<file path="config.mk">
export PLATFORM = sky130hd
export DESIGN_NAME = resistor_capacitor_high_pass_filter
export DESIGN_NICKNAME = d
export VERILOG_FILES = /design/src/rtl/resistor_capacitor_high_pass_filter.sv
export SDC_FILE = /design/constraint.sdc
export NUM_CORES = 1
export LEC_CHECK = 0
export ABC_AREA = 1
export BUFFER_PORTS_ARGS = -buffer_cell sky130_fd_sc_hd__buf_2
export CAP_MARGIN = 20
export CORE_MARGIN = 8
export CORE_UTILIZATION = 45
export CTS_CLUSTER_SIZE = 28
export DETAILED_ROUTE_END_ITERATION = 10
export PLACE_DENSITY = 0.73
export RECOVER_POWER = 50
export SLEW_MARGIN = 5
export SYNTH_ARGS = -nofsm -noshare
export SYNTH_HDL_FRONTEND = slang
export SYNTH_SLANG_ARGS = --single-unit
</file>
<file path="constraint.sdc">
create_clock -name clk -period 3.05 [get_ports clk]
set_input_delay 0.4575 -clock clk [delete_from_list [all_inputs] [get_ports clk]]
set_output_delay 0.4575 -clock clk [all_outputs]
set_load 0.02 [all_outputs]
</file>
<file path="src/rtl/resistor_capacitor_high_pass_filter.sv">
// First-order RC high-pass filter: y[n] = ALPHA*(y[n-1] + x[n] - x[n-1]) / 2^16,
// computed with a 16-cycle shift-and-add multiplier per accepted sample strobe.
module resistor_capacitor_high_pass_filter #(
  parameter int SAMPLE_RATE  = 48000,
  parameter int R            = 47000,
  parameter int C_35_SHIFTED = 1615
) (
  input  logic               clk,
  input  logic               I_RST,
  input  logic               audio_clk_en,
  input  logic signed [15:0] in,
  output logic signed [15:0] out,
  output logic               out_valid,
  output logic               busy,
  output logic               overrun
);

  // Filter coefficient: ALPHA = RC/(RC+DT) in Q16, with DT = 2^32/fs and RC in the same scale.
  localparam longint DT          = 64'sd4294967296 / longint'(SAMPLE_RATE);
  localparam longint RC          = (longint'(R) * longint'(C_35_SHIFTED)) >>> 3;
  localparam longint ALPHA_RAW   = (RC <<< 16) / (RC + DT);
  localparam longint ALPHA_CLAMP = (ALPHA_RAW > 64'sd65535) ? 64'sd65535 : ALPHA_RAW;
  localparam logic [15:0] ALPHA  = ALPHA_CLAMP[15:0];

  typedef enum logic [1:0] {IDLE, MUL, DONE} state_e;

  state_e             state_q, state_d;
  logic signed [15:0] x_cur_q, x_cur_d;
  logic signed [15:0] x_prev_q, x_prev_d;
  logic signed [15:0] y_prev_q, y_prev_d;
  logic signed [17:0] s_q, s_d;
  logic signed [33:0] acc_q, acc_d;
  logic        [3:0]  cnt_q, cnt_d;
  logic signed [15:0] out_q, out_d;
  logic               out_valid_q, out_valid_d;
  logic               overrun_q, overrun_d;

  logic signed [33:0] s_ext;
  logic signed [33:0] acc_shr;
  logic signed [15:0] sat;

  always_comb begin
    // NOTE: every combinational output gets a default first so no path leaves it unassigned (no latches).
    state_d     = state_q;
    x_cur_d     = x_cur_q;
    x_prev_d    = x_prev_q;
    y_prev_d    = y_prev_q;
    s_d         = s_q;
    acc_d       = acc_q;
    cnt_d       = cnt_q;
    out_d       = out_q;
    out_valid_d = 1'b0;
    overrun_d   = overrun_q;

    s_ext   = {{16{s_q[17]}}, s_q};
    // Arithmetic shift floors toward minus infinity, then clamp to the 16-bit range.
    acc_shr = acc_q >>> 16;
    if (acc_shr > 34'sd32767)       sat = 16'sh7fff;
    else if (acc_shr < -34'sd32768) sat = 16'sh8000;
    else                            sat = acc_shr[15:0];

    unique case (state_q)
      IDLE: begin
        if (audio_clk_en) begin
          x_cur_d = in;
          s_d     = {{2{y_prev_q[15]}}, y_prev_q} + {{2{in[15]}}, in}
                  - {{2{x_prev_q[15]}}, x_prev_q};
          acc_d   = '0;
          cnt_d   = '0;
          state_d = MUL;
        end
      end
      MUL: begin
        if (ALPHA[cnt_q]) acc_d = acc_q + (s_ext <<< cnt_q);
        cnt_d = cnt_q + 4'd1;
        if (cnt_q == 4'd15) state_d = DONE;
      end
      DONE: begin
        out_d       = sat;
        y_prev_d    = sat;
        x_prev_d    = x_cur_q;
        out_valid_d = 1'b1;
        state_d     = IDLE;
      end
      default: state_d = IDLE;
    endcase

    // A strobe while a sample is in flight is dropped but remembered until reset.
    if (state_q != IDLE && audio_clk_en) overrun_d = 1'b1;
  end

  // NOTE: sequential state uses non-blocking assignments so all flops update together at the edge.
  always_ff @(posedge clk or posedge I_RST) begin
    if (I_RST) begin
      state_q     <= IDLE;
      x_cur_q     <= '0;
      x_prev_q    <= '0;
      y_prev_q    <= '0;
      s_q         <= '0;
      acc_q       <= '0;
      cnt_q       <= '0;
      out_q       <= '0;
      out_valid_q <= 1'b0;
      overrun_q   <= 1'b0;
    end else begin
      state_q     <= state_d;
      x_cur_q     <= x_cur_d;
      x_prev_q    <= x_prev_d;
      y_prev_q    <= y_prev_d;
      s_q         <= s_d;
      acc_q       <= acc_d;
      cnt_q       <= cnt_d;
      out_q       <= out_d;
      out_valid_q <= out_valid_d;
      overrun_q   <= overrun_d;
    end
  end

  assign out       = out_q;
  assign out_valid = out_valid_q;
  assign busy      = (state_q != IDLE);
  assign overrun   = overrun_q;

endmodule

</file>
* Word-level counts from Yosys, hierarchy flattened
Memory sizes are Yosys's and may differ from the RTL's. Index checks and enable logic that the tools add are counted.
Word-level totals: memory bits (read-only) 16, memories 1, input port bits 19, flip-flop bits (word level) 108, logic and storage cells 44, output and inout bits 19
Memory list:
- (no name shown) | depth 16, width 1, rd ports 1, clocked after memory_dff 0, write ports 0, line 74 | if (ALPHA[cnt_q]) acc_d = acc_q + (s_ext <<< cnt_q);
Cells by class: muxes and demuxes 12, $lt $le $gt $ge 3, add/sub/neg operators 4, reductions and logical operators 8, shifts and indexed selects 1, equal/unequal tests 6
Operators by type and width (count):
- 34-bit 2-to-1 mux | 2
- 34-bit one-hot mux with 2 select lines | 1
- 34-bit adder | 1
- 18-bit by 4-bit <<< shifter with 34-bit output | 1
- 16-bit 2-to-1 mux | 2
- 18-bit by 16-bit > comparator with 1-bit output (second input constant) | 1
- 18-bit by 16-bit less-than comparator with 1-bit output (second input constant) | 1
- 17-bit by 16-bit subtractor with 18-bit output | 1
- 16-bit by 16-bit adder with 17-bit output | 1
- 4-bit one-hot mux with 2 select lines | 1
- 2-bit != test (second input constant) | 3
- 2-bit AND reduction | 3
- 4-bit by 5-bit less-than comparator with 1-bit output (second input constant) | 1
- 4-bit by 1-bit adder with 4-bit output (second input constant) | 1
- 4-bit == test (second input constant) | 1
- 2-bit 2-to-1 mux | 2
- 4-bit 2-to-1 mux | 1
- 2-bit one-hot mux with 2 select lines | 1
- 2-bit nonzero test | 2
- 3-bit AND reduction | 1
- 2-bit by 1-bit == test with 1-bit output (second input constant) | 1
- 2-bit == test (second input constant) | 1
- 2-bit logical NOT | 1
- 1-bit 2-to-1 mux | 2
- 1-bit logical AND | 1

* Depth between registers and ports, before layout
depth in word-level cells 4, mapped depth 23, depth with buffers taken out 23

* Worst setup path after synthesis
OpenSTA, ideal clock, no wires.
kind register to register, start register cnt_q[0], end register acc_q[32], data arrival time 2.409 ns, setup time 0.117 ns, data required time 2.933 ns, stages on the path, launching flop included 22, setup slack 0.523 ns, path through dfrtp_1 -> inv_2 -> buf_4 -> nand2_1 -> nor2_1 -> nand2_1 -> nor2_1 -> ha_1 -> inv_1 -> fa_1 -> inv_1 -> nand2_1 -> o21ai_2 -> nand2_1 -> nand2_2 -> nand2_1 -> nand2_2 -> nand2_2 -> nand2_1 -> nand2_1 -> nand3_1 -> nand2_1
On the way: cells in the longest elaborated chain, start to end 4, elaborated cells between the ends (all ways) 8, those cells by class add/sub: 1; eq/ne: 1; shift: 1; mux: 3; reduce/logical: 1; memory: 1
Ends and longest elaborated chain:
- from (decl) | line 33 | logic [3:0] cnt_q, cnt_d;
- from (signal assigned) | line 112 | cnt_q <= cnt_d;
- 18-bit by 4-bit <<< shifter with 34-bit output or memory read 16 x 1 bit (tied branches)
- 34-bit adder or 1-bit 2-to-1 mux (tied branches) | line 74
- 34-bit 2-to-1 mux or 2-bit != test (tied branches)
- 34-bit one-hot mux with 2 select lines or 3-bit AND reduction (tied branches)
- to (signal assigned) | line 100 | acc_q <= '0;
- to (signal assigned) | line 111 | acc_q <= acc_d;
- to (decl) | line 32 | logic signed [33:0] acc_q, acc_d;
Several ways; a longest one is shown, not always the timed one. The select of a mux whose other input is x is not followed. A chain may end at the register's enable or synchronous reset.

* Worst setup path after layout
start register cnt_q[0], end register acc_q[25]
Same word-level chain as after synthesis.

==> impl_metrics.toml <==
[outcome]
result_of_the_run = "finished with violations"
failed_checks = "max-capacitance violations, max-slew violations"

[synthesis]
postSynth.asyncResetShare = 1.00
synthFlopType = "sky130_fd_sc_hd__dfrtp_1"
avgSynthCellArea_sq_um = 6.64
yosysMostFrequentCell = "sky130_fd_sc_hd__nand2_1"
yosys.area.top_type_share = 0.314
synth_enable_flop_cells = 0
synth_cell_types = 42
ys.warnings.count = 0
postSynthCellCount = 1298
postSynthRegisterBits = 108
ys_seq_area_frac = 0.314
syn_area_sq_um = 8610
synth_nets = 1388
synth_largest_area_cell = "sky130_fd_sc_hd__dfrtp_1"
synth.area.top_cells = "sky130_fd_sc_hd__dfrtp_1, sky130_fd_sc_hd__nand2_1, sky130_fd_sc_hd__inv_1"
synthTopCellsByCount = "sky130_fd_sc_hd__nand2_1, sky130_fd_sc_hd__inv_1, sky130_fd_sc_hd__o21ai_0, sky130_fd_sc_hd__dfrtp_1, sky130_fd_sc_hd__nor2_1"

[detailed_routing]
post_drt_wl_per_cell_um = 15.2
detailedRoute.firstIterationViolations = 703
totalWireLength_mm = 24.1
vias_per_cell = 5.29
drt_drc_violations_left = 0
num_vias = 8408
final_ant_viol_nets = 0
drtPass1Iterations = 6

[floorplanning]
initial_utilization = 0.459
core_region_area_sq_um = 18800
design.die.area_sq_um = 23800
fp-row-count = 50
floorplan.io_pins = 38
die_height_um = 154
chipWidth_um = 154

[setup_path]
data_arrival_time_of_the_critical_path_ps = 3200
endpoint_kind_of_the_worst_setup_timing_path = "flip-flop"
r2r-start = "cnt_q[0]"
timing.reg2reg.setup_slack_ps = 90
worst_setup_path_startpoint = "cnt_q[0]"
worst-endpoint-required_ps = 3300
critical_setup_path_class = "flip-flop to flip-flop"
cp-start-kind = "flip-flop"
worst-path-max-fanout = 7

[clock_network]
numClockSinks = 108
cts_max_path_buffers = 2
cts_buffers = 9
cts_root_buf = "sky130_fd_sc_hd__clkbuf_16"
cts_tree = "done"
path_clk_slew_ps = 80
cts.htree.levels = 3
clock_latency_ps = 370

[placement]
port-buffer-count = 37
dpl_wire_length_mm = 18.2
globalplace.congestion = 0.978

[global_routing]
first_global_vias = 7581
grt_max_degree = 76
grt.overflow.total = 0
antenna_found_initial = 0
grt_first_pass_wirelength_mm = 38.0
groute.usage.overall = 0.195

[timing]
max_slew.worst_pin.slew_ps = 1740
finClkSkew_ps = 10.6
achievable-frequency_ghz = 0.338
max-slew-margin-rel = -0.163
rsz0062_at_grt = "yes"
maxSlewViolCount = 106
setup_viol_count_final = 0
number_of_endpoints_with_negative_hold_slack_in_the_final_report = 0
period_share = 0.969
tmin_final_ps = 2960

[layout]
antennaDiodeCount = 0
area_growth_syn_to_layout_pct = 15.5
post-route-util = 0.530
final_layout_size_suffix_gt1_frac = 0.154
final_net_count = 1440

[worst_hold_path]
hold_class = "input port to flip-flop"
hp-start = "in[0]"

[flow_run]
maxCapViolCount = 2
==> flip-flops by register name, indices dropped and copies added (netlist names) <==
register,count
acc_q,34
state_q,2
out,16
out_valid,1
cnt_q,4
overrun,1
x_cur_q,16
s_q,18
x_prev_q,16
==> cells by family (layout without fill, tap and decap cells) <==
group | Yosys count | count (layout) | share of synthesized area
and+or+nand+nor | 641 | 641 | 0.299
AOI/OAI and AO/OA | 234 | 234 | 0.147
buffers and inverters | 227 | 284 | 0.105
muxes | 3 | 3 | 0.00349
xor gates and xnor gates | 14 | 14 | 0.0142
adders and majority gates | 71 | 71 | 0.118
DFF | 108 | 108 | 0.314
==> path summary, 6_finish.rpt <==
kind	to	depth (start not counted)
worst max-delay path	acc_q[25]	21
worst min-delay path	x_cur_q[0]	3
worst max register to register	acc_q[25]	21
worst min register to register	overrun	1
max in group asynchronous	cnt_q[0]	4
min in group asynchronous	x_prev_q[1]	3
==> critical path, stage by stage, from the launching register on <==
cell and delay, ps:
sky130_fd_sc_hd__dfrtp_2 560, sky130_fd_sc_hd__clkinv_4 140, sky130_fd_sc_hd__nand2_2 80, sky130_fd_sc_hd__o21ai_2 60, sky130_fd_sc_hd__inv_1 60, sky130_fd_sc_hd__nand2_1 60
sky130_fd_sc_hd__o21ai_2 70, sky130_fd_sc_hd__nor2_1 60, sky130_fd_sc_hd__a31oi_1 240, sky130_fd_sc_hd__o21ai_1 130, sky130_fd_sc_hd__ha_1 390, sky130_fd_sc_hd__nand2_2 120
sky130_fd_sc_hd__nor2_4 130, sky130_fd_sc_hd__nand2_1 70, sky130_fd_sc_hd__inv_2 60, sky130_fd_sc_hd__nand4_1 130, sky130_fd_sc_hd__nand3_2 150, sky130_fd_sc_hd__nand2_2 90
sky130_fd_sc_hd__nand2_1 60, sky130_fd_sc_hd__nand2_1 50, sky130_fd_sc_hd__nand3_1 70, sky130_fd_sc_hd__nand2_1 80
==> cells in the final DEF (no fill, tap or decap), drive strengths merged, types with 3 or more instances in the layout <==
| cell | n |
|---|---|
| nand2 | 458 |
| inv | 194 |
| o21ai | 133 |
| dfrtp | 108 |
| nor2 | 99 |
| buf | 68 |
| a21oi | 63 |
| nand3 | 58 |
| ha | 54 |
| o22ai | 17 |
| fa | 17 |
| clkbuf | 15 |
| xnor2 | 10 |
| nor3 | 8 |
| o21bai | 6 |
| or2 | 6 |
| o31ai | 5 |
| nand4 | 5 |
| xor2 | 4 |
| nand3b | 4 |
| clkinv | 3 |
| a21o | 3 |
| mux2i | 3 |
==> metrics by stage <==
step | TNS, ps | area [sq um] | std cells | setup WS (ps) | hold slack (ps)
2_1_floorplan | 0 | 8620 | 1298 | 523 | 446
3_3_place_gp | 0 | 9070 | 1551 | 115 | 384
3_5_place_dp | 0 | 9070 | 1551 | 85.1 | 381
4_1_cts | 0 | 9400 | 1568 | 71.7 | 316
5_1_grt | -932 | 9950 | 1589 | -109 | 321
6_report | 0 | 9950 | 1589 | 94.6 | 317
==> layer usage <==
metal,global-route usage,vias to the layer above,share of wire
li1,-,4231,-
met1,0.274,3852,0.46
met2,0.308,288,0.46
met3,0.0212,37,0.056
met4,0.0653,0,0.022
met5,0,-,0
==> final cells by class <==
type,instances,area [sq um]
inverter,192,732
timing repair buffer,74,515
timing repair inverter,2,12.5
multi-input combinational,963,5370
fill,1830,8820
clock inverter,6,80.1
clock buffer,10,239
sequential,108,2700
tap,234,293
==> repair_timing <==
| action | CTS | global route |
|---|---|---|
| buffers inserted | 0 | 16 |
| resized for setup | 0 | 161 |
| endpoints found under the setup margin | 0 | 23 |
| hold endpoints to repair | 4 | 0 |
| hold buffers | 1 | 0 |
Power is not shown: default switching activity piles up to over one toggle a cycle in this logic, so the estimate is an artifact.
